## src/rtl/decoder_3x8.sv

```systemverilog
// decoder_3x8: registered 3-to-8 one-hot decoder with selectable output polarity.
// A sampled code appears on out one clock later with valid set; when disabled
// or in reset, out rests at the inactive pattern and valid is low.
module decoder_3x8 #(
    parameter bit ACTIVE_LOW = 1'b0
) (
    input  logic       clk,
    input  logic       rst,
    input  logic       en,
    input  logic [2:0] in,
    output logic [7:0] out,
    output logic       valid
);

    // Level driven on every line when nothing is selected.
    localparam logic [7:0] INACTIVE = ACTIVE_LOW ? 8'hFF : 8'h00;

    logic [7:0] onehot_next;
    logic [7:0] out_next;
    logic [7:0] out_reg;
    logic       valid_reg;

    // One comparator per output line: line gi is selected when the code equals gi.
    generate
        for (genvar gi = 0; gi < 8; gi++) begin : g_line
            assign onehot_next[gi] = (in == 3'(gi));
        end
    endgenerate

    // Apply output polarity to the active-high one-hot vector.
    assign out_next = ACTIVE_LOW ? ~onehot_next : onehot_next;

    // Output register: reset wins over enable, disabled cycles park at the inactive pattern.
    always_ff @(posedge clk) begin
        if (rst) begin
            out_reg   <= INACTIVE;
            valid_reg <= 1'b0;
        end else if (en) begin
            out_reg   <= out_next;
            valid_reg <= 1'b1;
        end else begin
            out_reg   <= INACTIVE;
            valid_reg <= 1'b0;
        end
    end

    assign out   = out_reg;
    assign valid = valid_reg;

endmodule

```

## config.mk

```make
export PLATFORM = sky130hd
export DESIGN_NAME = decoder_3x8
export DESIGN_NICKNAME = d
export VERILOG_FILES = /design/src/rtl/decoder_3x8.sv
export SDC_FILE = /design/constraint.sdc
export NUM_CORES = 1
export LEC_CHECK = 0
export ABC_AREA = 1
export BUFFER_PORTS_ARGS = -buffer_cell sky130_fd_sc_hd__buf_2
export CAP_MARGIN = 20
export CORE_AREA = 3 3 40 42
export CTS_BUF_LIST = sky130_fd_sc_hd__clkbuf_4 sky130_fd_sc_hd__clkbuf_8 sky130_fd_sc_hd__clkbuf_16
export CTS_CLUSTER_DIAMETER = 150
export DETAILED_ROUTE_END_ITERATION = 16
export DIE_AREA = 0 0 43 45
export SYNTH_ARGS = -nofsm -noshare
export SYNTH_HDL_FRONTEND = slang
export SYNTH_SLANG_ARGS = --single-unit
```

## constraint.sdc

```tcl
create_clock -name clk -period 0.8 [get_ports clk]
set_input_delay 0.16 -clock clk [delete_from_list [all_inputs] [get_ports clk]]
set_output_delay 0.16 -clock clk [all_outputs]
set_load 0.01 [all_outputs]
```

# Yosys cells after proc, flatten, opt, wreduce, memory -nomap -nowiden
# Cells that the tools add are included.
totals:
  out_inout_bits: 9
  regBits: 9
  input_bits: 6
op_classes:
  n_bitwise: 1
  n_reduce_logical: 2
  eq_ne: 7
  n_mux: 1
op_table:
  columns: ["cell", "n"]
  rows:
  - ["$eq A3 B3 Y1 const B", 4]
  - ["$eq A3 B2 Y1 const B", 2]
  - ["$eq A3 B1 Y1 const B", 1]
  - ["$logic_not A3 Y1", 1]
  - ["$reduce_or A2 Y1", 1]
  - ["$mux W1", 1]
  - ["$not A1 Y1", 1]

# Longest topological paths before layout
# Gate-level depths: netlist of run 1.
depth:
  ltp_word: 2
  mapped_depth: 3
  ltp_nobuf: 3

# Least setup slack after synthesis of run 1
# OpenSTA, ideal clock, no wires.
synth_path:
  path_type: "register to output"
  start: "reg out_reg[0] (netlist: out[0])"
  end: "out out[0]"
  required_ns: 0.640
  stages_incl_launch_ff: 1
  path_slack_ns: 0.309
  t_arrival_ns: 0.331
  path_cell_list: "dfxtp_1"
synth_rtl:
  columns: ["element", "line", "text"]
  rows:
  - ["start: declaration", "20", "logic [7:0] out_reg;"]
  - ["start signal: assignment", "39", "out_reg <= out_next;"]
  - ["end: declaration", "11", "output logic [7:0] out,"]
# No word-level cell between the ends.

# Worst setup path after layout of run 1
layout_path:
  start: "reg valid_reg (netlist: valid)"
  end: "out valid"
layout_rtl:
  columns: ["element", "line", "text"]
  rows:
  - ["start: declaration", "21", "logic valid_reg;"]
  - ["start signal: assignment", "37", "valid_reg <= 1'b0;"]
  - ["start signal: assignment", "40", "valid_reg <= 1'b1;"]
  - ["start signal: assignment", "43", "valid_reg <= 1'b0;"]
  - ["end: declaration", "12", "output logic valid"]
# No word-level cell between the ends.

==> results of run 1 <==
-- cells in the final DEF, fill, tap and decap left out --
master / Yosys / layout
nor2_1: 9 / 9
buf_2: 0 / 14
clkbuf_4: 0 / 3
clkinv_2: 0 / 1
nand3_2: 2 / 2
nand2_1: 4 / 4
dfxtp_1: 9 / 9
inv_1: 5 / 5
-- metrics by stage --
step                power (mW)  utilization [%]
floorplan               0.4971                -
global placement        0.5261            27.75
detailed placement      0.5272            27.75
finish                  0.8562            29.89
global route            0.8958            29.89
CTS                     0.8731            29.89
-- power by group through the flow --
stage | combinational (mW) | clock [mW] | sequential [mW]
6_report | 0.0572 | 0.340 | 0.459
4_1_cts | 0.0580 | 0.356 | 0.459
2_1_floorplan | 0.0223 | 0 | 0.475
5_1_grt | 0.0661 | 0.370 | 0.459
3_5_place_dp | 0.0579 | 0 | 0.469
3_3_place_gp | 0.0570 | 0 | 0.469
-- area by class of cell --
| cell class | instances | area (um2) |
|---|---|---|
| fill | 143 | 900.9 |
| sequential | 9 | 180.2 |
| timing repair buffer | 14 | 70.07 |
| multi-input combinational | 15 | 68.82 |
| clock buffer | 3 | 22.52 |
| inverter | 5 | 18.77 |
| tap | 15 | 18.77 |
| clock inverter | 1 | 5.005 |
-- cell families after synthesis --
kind of cell / share of synthesized area [%]
and+or+nand+nor: 25.70
DFF: 67.29
buffers and inverters: 7.010
-- worst paths after layout --
kind / depth (start not counted) / startpoint / to
hold / removal: 2 / rst / valid
setup / recovery: 1 / valid / valid
-- per-layer routing --
metal	track usage, %	wire (um)
met1	6.634	214
met2	5.689	178
met3	4.781	82
met4	3.614	0
met5	0	0
==> metrics.csv, run 1 <==
metric,value,unit
num_rows,13,
fin_cells,62,
post_cts_buffers,0,
ys_seq_elements,9,
crit_path_end_kind,output pin,
synth_commonest_cells,"dfxtp_1 (9), nor2_1 (9), inv_1 (5)",
cp_num_buf_inv,1,
postLayoutSetupSlackWorst,-0.04192,ns
fin_setup_tns,-0.3306,ns
gp_congestion,0.7511,
post-route-period-util,105.2,%
synth_edf_count,0,
rsz0062_at_grt,true,
swShare,22.39,%
violations,setup timing,
grt_antenna_before_repair,0,
core,0.001285,mm2
irDropWorstVdd,0.5807,mV
synthFlopType,dfxtp_1,
overflow,0,
ys_types,5,
ios,15,
cp_max_fo,1,
grt_pass1_wl,710,um
arrival,0.68,ns
routedWlPerCell,7.661,um
combPwrFrac,6.7,%
cts_root_buffer,clkbuf_4,
setup.worst_path.start_class,flip-flop,
syn_inst,29,
cts_made_buffers,3,
yosys_warnings,0,
cts_max_level,1,
port-buffer-count,14,
worstSetupPathType,flip-flop to output pin,
syn_nets,35,
seqPwrFrac,53.6,%
power_switching,0.1917,mW
cts-resized-gates,0,
first_iter_violations,5,
cellPowerDensity,2229,mW/mm2
worstMarginPinSlew,0.09582,ns
clockPowerShare,39.7,%
hpwlAfterDp,389.5,um
hold_ws,0.07002,ns
grt_usage,5.365,%
status,"finished, violations left",
drive_gt1_share,42.55,%
max_slew_margin,93.60,%
cts_tree,done,
leakage,0.2117,nW
clock-sinks,9,
slowest_stage,dfxtp_1,
yosysTopAreaCell,dfxtp_1,
largest_reg_flops,8,
crit_family,flip-flops,
post-place-ws,0.1550,ns
setup_viol,9,
placed_area,356.6,um2
final_area,384.1,um2
p_int,0.6646,mW
path_cells,buf_2,
hold_violations,0,
initial_utilization,20.84,%
layout.nets,54,
die_w,43,um
drtPass1Iterations,6,
hp-class,input pin to flip-flop,
grt_pass1_vias,173,
placed_cells,58,
cp_slowest_stage_delay,0.31,ns
area_growth,43.46,%
finalMaxSlewViolations,0,
vias,228,
max_clock_freq,1188,MHz
drv_cap,0,
postCtsHoldBufs,0,
grt_max_degree,7,
yosysTopAreaCellShare,67.29,%
drc_errors,0,
via_per_inst,3.677,
dieArea,0.001935,mm2
crit_required,0.64,ns
ys_seq_area_share,67.29,%
clock_path_buffers,2,
n_antenna_cell,0,
synth_top_cells_by_area,"dfxtp_1 (67%), nor2_1 (13%), nand3_2 (7.5%), inv_1 (7.0%), nand2_1 (5.6%)",
drt-total-wl,475,um
synth_area,267.8,um2
die_h,45,um
avgSynthCellArea,9.233,um2
ant_nets,0,
async_flop_share,0,%
fin_crit,0.8419,ns
clk_pin_slew,0.06,ns
(Power assumes the default switching activity.)
==> inputs of run 2 (changes only) <==
--- a/config.mk
+++ b/config.mk
@@ -13,6 +13,7 @@
 export CTS_CLUSTER_DIAMETER = 150
 export DETAILED_ROUTE_END_ITERATION = 16
 export DIE_AREA = 0 0 43 45
+export PLACE_DENSITY_LB_ADDON = 0.25
 export SYNTH_ARGS = -nofsm -noshare
 export SYNTH_HDL_FRONTEND = slang
 export SYNTH_SLANG_ARGS = --single-unit
==> run 2 against run 1 <==
The flow still finishes with violations (setup timing). Flip-flop and latch count is the same. Worst setup slack lost 0.0030 ns. First-iteration DRC count grew 80%. Die area is the same. Total power grew 4.5%. Largest power group unchanged. Clock power grew 11%.
==> metrics.csv, run 2 (synthesized netlist as in run 1, its figures left out) <==
metric,value,unit,change
status,"finished, violations left",,
violations,setup timing,,
worstMarginPinSlew,0.09602,ns,+0.0001979 ns
cp_max_fo,1,,unchanged
leakage,0.2135,nW,+0.86%
port-buffer-count,14,,unchanged
drv_cap,0,,unchanged
fin_crit,0.8449,ns,+0.002966 ns
clock_path_buffers,2,,unchanged
die_h,45,um,unchanged
routedWlPerCell,7.694,um,+0.42%
gp_congestion,0.6829,,-9.1%
cp_num_buf_inv,1,,unchanged
grt_antenna_before_repair,0,,unchanged
cts_made_buffers,3,,unchanged
post-route-period-util,105.6,%,+0.37 points
vias,235,,+3.1%
first_iter_violations,9,,+4
die_w,43,um,unchanged
setup.worst_path.start_class,flip-flop,,
finalPower,0.8946,mW,+4.5%
wl_met2,209,um,+17%
ant_nets,0,,unchanged
num_rows,13,,unchanged
nFillCells,147,,+2.8%
cts_max_level,1,,unchanged
met3_length,55,um,-33%
clock-sinks,9,,unchanged
clk_pin_slew,0.06,ns,about the same
via_per_inst,3.790,,+3.1%
cts_root_buffer,clkbuf_4,,
postLayoutSetupSlackWorst,-0.04488,ns,-0.002965 ns
post-place-ws,0.1551,ns,+0.00008300 ns
final_common_cell,buf_2,,
postCtsHoldBufs,0,,unchanged
holdPathStages,2,,unchanged
irDropWorstVdd,0.7077,mV,+22%
cellPowerDensity,2270,mW/mm2,+1.8%
drt-total-wl,477,um,+0.42%
crit_required,0.64,ns,about the same
grt_usage,6.516,%,+1.2 points
max_slew_margin,93.59,%,about the same
hold_ws,0.06621,ns,-0.003815 ns
crit_family,flip-flops,,
n_antenna_cell,0,,unchanged
hpwlAfterDp,393.6,um,+1.1%
grt_pass1_vias,214,,+24%
dieArea,0.001935,mm2,unchanged
finalMaxSlewViolations,0,,unchanged
ios,15,,unchanged
rsz0062_at_grt,true,,
area_growth,47.20,%,
crit_path_end_kind,output pin,,
arrival,0.68,ns,about the same
core,0.001285,mm2,unchanged
cts_tree,done,,
largest_reg_flops,8,,unchanged
slowest_stage,dfxtp_1,,
setup_viol,9,,unchanged
drive_gt1_share,44.68,%,+2.1 points
hp-class,input pin to flip-flop,,
hold_violations,0,,unchanged
worstSetupPathDepth,1,,unchanged
path_cells,buf_2,,
grt_pass1_wl,834,um,+17%
worstSetupPathType,flip-flop to output pin,,
drtPass1Iterations,2,,-4
cp_slowest_stage_delay,0.31,ns,about the same
fin_setup_tns,-0.3244,ns,+0.006179 ns
layout.nets,54,,unchanged
drc_errors,0,,unchanged
initial_utilization,20.84,%,unchanged
mostFrequentLayoutCells,"buf_2 (13), nor2_1 (9), dfxtp_1 (8)",,
top_layer,met4,,
grt_max_degree,6,,-1
overflow,0,,unchanged
max_clock_freq,1184,MHz,-0.35%
wl_met1,191,um,-11%
run 2: cell count changes in the layout (fill, tap and decap cells not counted), sizes merged:
cell,change
clkbuf,+1
clkinv,-1
run 2: layout make-up:
cell class / instances / area, um2 / area share (%)
sequential: 9 / 181.4 / 46.03
multi-input combinational: 15 / 68.82 / 17.46
inverter: 5 / 18.77 / 4.762
timing repair buffer: 14 / 76.32 / 19.37
clock buffer: 4 / 30.03 / 7.619
tap: 15 / 18.77 / 4.762
run 2: routing by layer:
metal,up-vias,track usage [%]
met4,0,7.229
li1,119,-
met2,11,8.383
met3,2,3.984
met1,103,6.813
met5,-,0
run 2: through the flow:
step	std cells	utilization (%)	cell area (um2)
3_3_place_gp	58	27.75	356.6
3_5_place_dp	58	27.75	356.6
2_1_floorplan	29	-	267.8
4_1_cts	62	30.09	386.6
6_report	62	30.67	394.1
5_1_grt	62	30.67	394.1
run 2: path summary, 6_finish.rpt:
| path | slack, ns | endpoint | from |
|---|---|---|---|
| setup / recovery | -0.04 | out[3] | out[3] |
| hold / removal | 0.07 | valid | rst |
run 2: power by group:
group | total [mW] | switching (mW) | leakage (nW) | internal, mW
combinational | 0.0578 | 0.0337 | 0.122 | 0.0241
sequential | 0.459 | 0.00184 | 0.0736 | 0.458
clock | 0.377 | 0.152 | 0.0184 | 0.226
run 2: repair_timing:
action / CTS / global route
buffers inserted: 0 / 0
setup endpoints to repair: 9 / 9
cloned: 0 / 0
resized for setup: 0 / 2
==> inputs of run 3 (changes only) <==
--- a/config.mk
+++ b/config.mk
@@ -5,7 +5,6 @@
 export SDC_FILE = /design/constraint.sdc
 export NUM_CORES = 1
 export LEC_CHECK = 0
-export ABC_AREA = 1
 export BUFFER_PORTS_ARGS = -buffer_cell sky130_fd_sc_hd__buf_2
 export CAP_MARGIN = 20
 export CORE_AREA = 3 3 40 42
==> run 3 against run 2 <==
The flow still finishes with violations (setup timing). Core utilization is 0.49 points higher. Global-route usage shrank 0.33 points. Fmax rose by 1.1%. Count of clock-buffer cells in the layout did not move. Total power is 0.17% lower. Combinational power is 4.5% higher. First-iteration DRC count is 44% lower. Flip-flop and latch count did not move. Cell count fell by 9.7%.
==> metrics.csv, run 3 <==
metric,value,unit,change
status,"finished, violations left",,
violations,setup timing,,
area_growth,54.59,%,
synth.most_common_cell,dfxtp_1,,
ant_nets,0,,unchanged
worstHoldStart,rst,,
ios,15,,unchanged
synth_edf_count,0,,unchanged
first_iter_violations,5,,-4
cts_root_buffer,clkbuf_4,,
die_h,45,um,unchanged
postLayoutSetupSlackWorst,-0.03564,ns,+0.009239 ns
multi_input_area,78.83,um2,+15%
drt-total-wl,486,um,+1.9%
clk_pin_slew,0.06,ns,about the same
yosysTopAreaCellShare,69.57,%,+2.3 points
fin_cells,56,,-9.7%
synthFlopType,dfxtp_1,,
finalPower,0.8931,mW,-0.17%
final_area,400.4,um2,+1.6%
num_rows,13,,unchanged
placed_area,347.8,um2,-2.5%
syn_inst,23,,-21%
avgSynthCellArea,11.26,um2,+22%
clock_path_buffers,2,,unchanged
grt_antenna_before_repair,0,,unchanged
max_slew_margin,87.85,%,-5.7 points
ys_seq_area_share,69.57,%,+2.3 points
placed_cells,52,,-10%
hold_violations,0,,unchanged
rsz0062_at_grt,true,,
routedWlPerCell,8.679,um,+13%
max_clock_freq,1197,MHz,+1.1%
final_common_cell,buf_2,,
dieArea,0.001935,mm2,unchanged
cts_max_level,1,,unchanged
async_flop_share,0,%,unchanged
nFillCells,136,,-7.5%
seq_area,183.9,um2,+1.4%
grt_pass1_vias,204,,-4.7%
worstMarginPinSlew,0.1817,ns,+0.08571 ns
slowest_stage,dfxtp_2,,
cp_num_buf_inv,1,,unchanged
synth_commonest_cells,"dfxtp_1 (9), nor2_1 (6), nand2b_1 (2)",,
vias,217,,-7.7%
holdPathStages,2,,unchanged
postCtsHoldBufs,0,,unchanged
syn_nets,29,,-17%
port-buffer-count,14,,unchanged
leakage,0.1878,nW,-12%
mostFrequentLayoutCells,"buf_2 (11), nor2_1 (6), dfxtp_1 (6)",,
arrival,0.68,ns,about the same
grt_pass1_wl,814,um,-2.4%
clock-sinks,9,,unchanged
cellPowerDensity,2231,mW/mm2,-1.7%
core,0.001285,mm2,unchanged
setup_viol,9,,unchanged
crit_family,flip-flops,,
die_w,43,um,unchanged
layout.nets,48,,-11%
fin_crit,0.8356,ns,-0.009240 ns
synth_top_cells_by_area,"dfxtp_1 (70%), nor2_1 (8.7%), nand2b_1 (4.8%), or3b_4 (4.3%), nor3_2 (3.9%)",,
worstSetupPathType,flip-flop to output pin,,
cp_slowest_stage_delay,0.32,ns,about the same
cts_made_buffers,3,,unchanged
n_antenna_cell,0,,unchanged
crit_required,0.64,ns,about the same
gp_congestion,0.7179,,+5.1%
grt_usage,6.182,%,-0.33 points
drv_cap,0,,unchanged
irDropWorstVdd,0.6425,mV,-9.2%
overflow,0,,unchanged
drive_gt1_share,56.10,%,+11 points
crit_path_end_kind,output pin,,
initial_utilization,20.16,%,-0.68 points
startpoint,valid,,
synth_area,259.0,um2,-3.3%
drtPass1Iterations,2,,unchanged
path_cells,buf_6,,
hpwlAfterDp,385.9,um,-2.0%
post-route-period-util,104.5,%,-1.2 points
ys_seq_elements,9,,unchanged
finalMaxSlewViolations,0,,unchanged
largest_reg_flops,8,,unchanged
ys_types,9,,+4
cp_max_fo,1,,unchanged
cts_tree,done,,
via_per_inst,3.875,,+2.2%
grt_max_degree,6,,unchanged
yosys_warnings,0,,unchanged
drc_errors,0,,unchanged
worstSetupPathDepth,1,,unchanged
yosysTopAreaCell,dfxtp_1,,
setup.worst_path.start_class,flip-flop,,
hp-class,input pin to flip-flop,,
[run 3: cell types whose count changed after synthesis]
| cell | change |
|---|---|
| nand2_1 | -3 |
| nor3_2 | +1 |
| nor2_1 | -3 |
| nand3_2 | -2 |
| or3b_4 | +1 |
| nor3_1 | +1 |
| nand3b_1 | +1 |
| nand2b_1 | +2 |
| nor2b_1 | +1 |
| inv_1 | -5 |
[run 3: final timing paths]
kind	endpoint	slack [ns]
worst max-delay path	valid	-0.04
worst min-delay path	valid	0.08
[run 3: cell type report]
type	count	area share, %
clock buffer	4	7.500
multi-input combinational	14	19.69
timing repair buffer	14	22.19
sequential	9	45.94
tap	15	4.688
[run 3: cells by family after synthesis]
group         Yosys count  share of synthesized area [%]
simple gates           14                          30.43
flops                   9                          69.56
[run 3: where the power goes]
group	internal, mW	total (mW)	switching, mW	leakage [nW]
Sequential	0.458	0.461	0.00286	0.0743
Combinational	0.0306	0.0604	0.0298	0.0951
Clock	0.225	0.372	0.146	0.0184
Total	0.714	0.893	0.179	0.188
[run 3: metal layers]
layer | wire length [um] | GRT usage [%]
met1 | 202 | 6.083
met2 | 216 | 8.383
met3 | 63 | 4.781
met4 | 4 | 5.422
met5 | 0 | 0
[run 3: metrics by stage]
stage | worst slack [ns] | setup TNS, ns | hold WS [ns] | utilization, %
after CTS | -0.04994 | -0.3851 | 0.07877 | 29.41
after detailed placement | -0.07784 | -0.2195 | 0.3505 | 27.07
final | -0.03564 | -0.2745 | 0.07775 | 31.16
after global routing | -0.07797 | -0.6107 | 0.07468 | 31.16
after floorplan | 0.08319 | 0 | 0.2290 | -
after global placement | -0.06689 | -0.2082 | 0.3505 | 27.07
[run 3: what timing repair did]
item | 4_1_cts | 5_1_grt
setup buffers | 0 | 0
gates resized for setup | 0 | 6
gates cloned | 0 | 0
setup endpoints to repair | 9 | 9
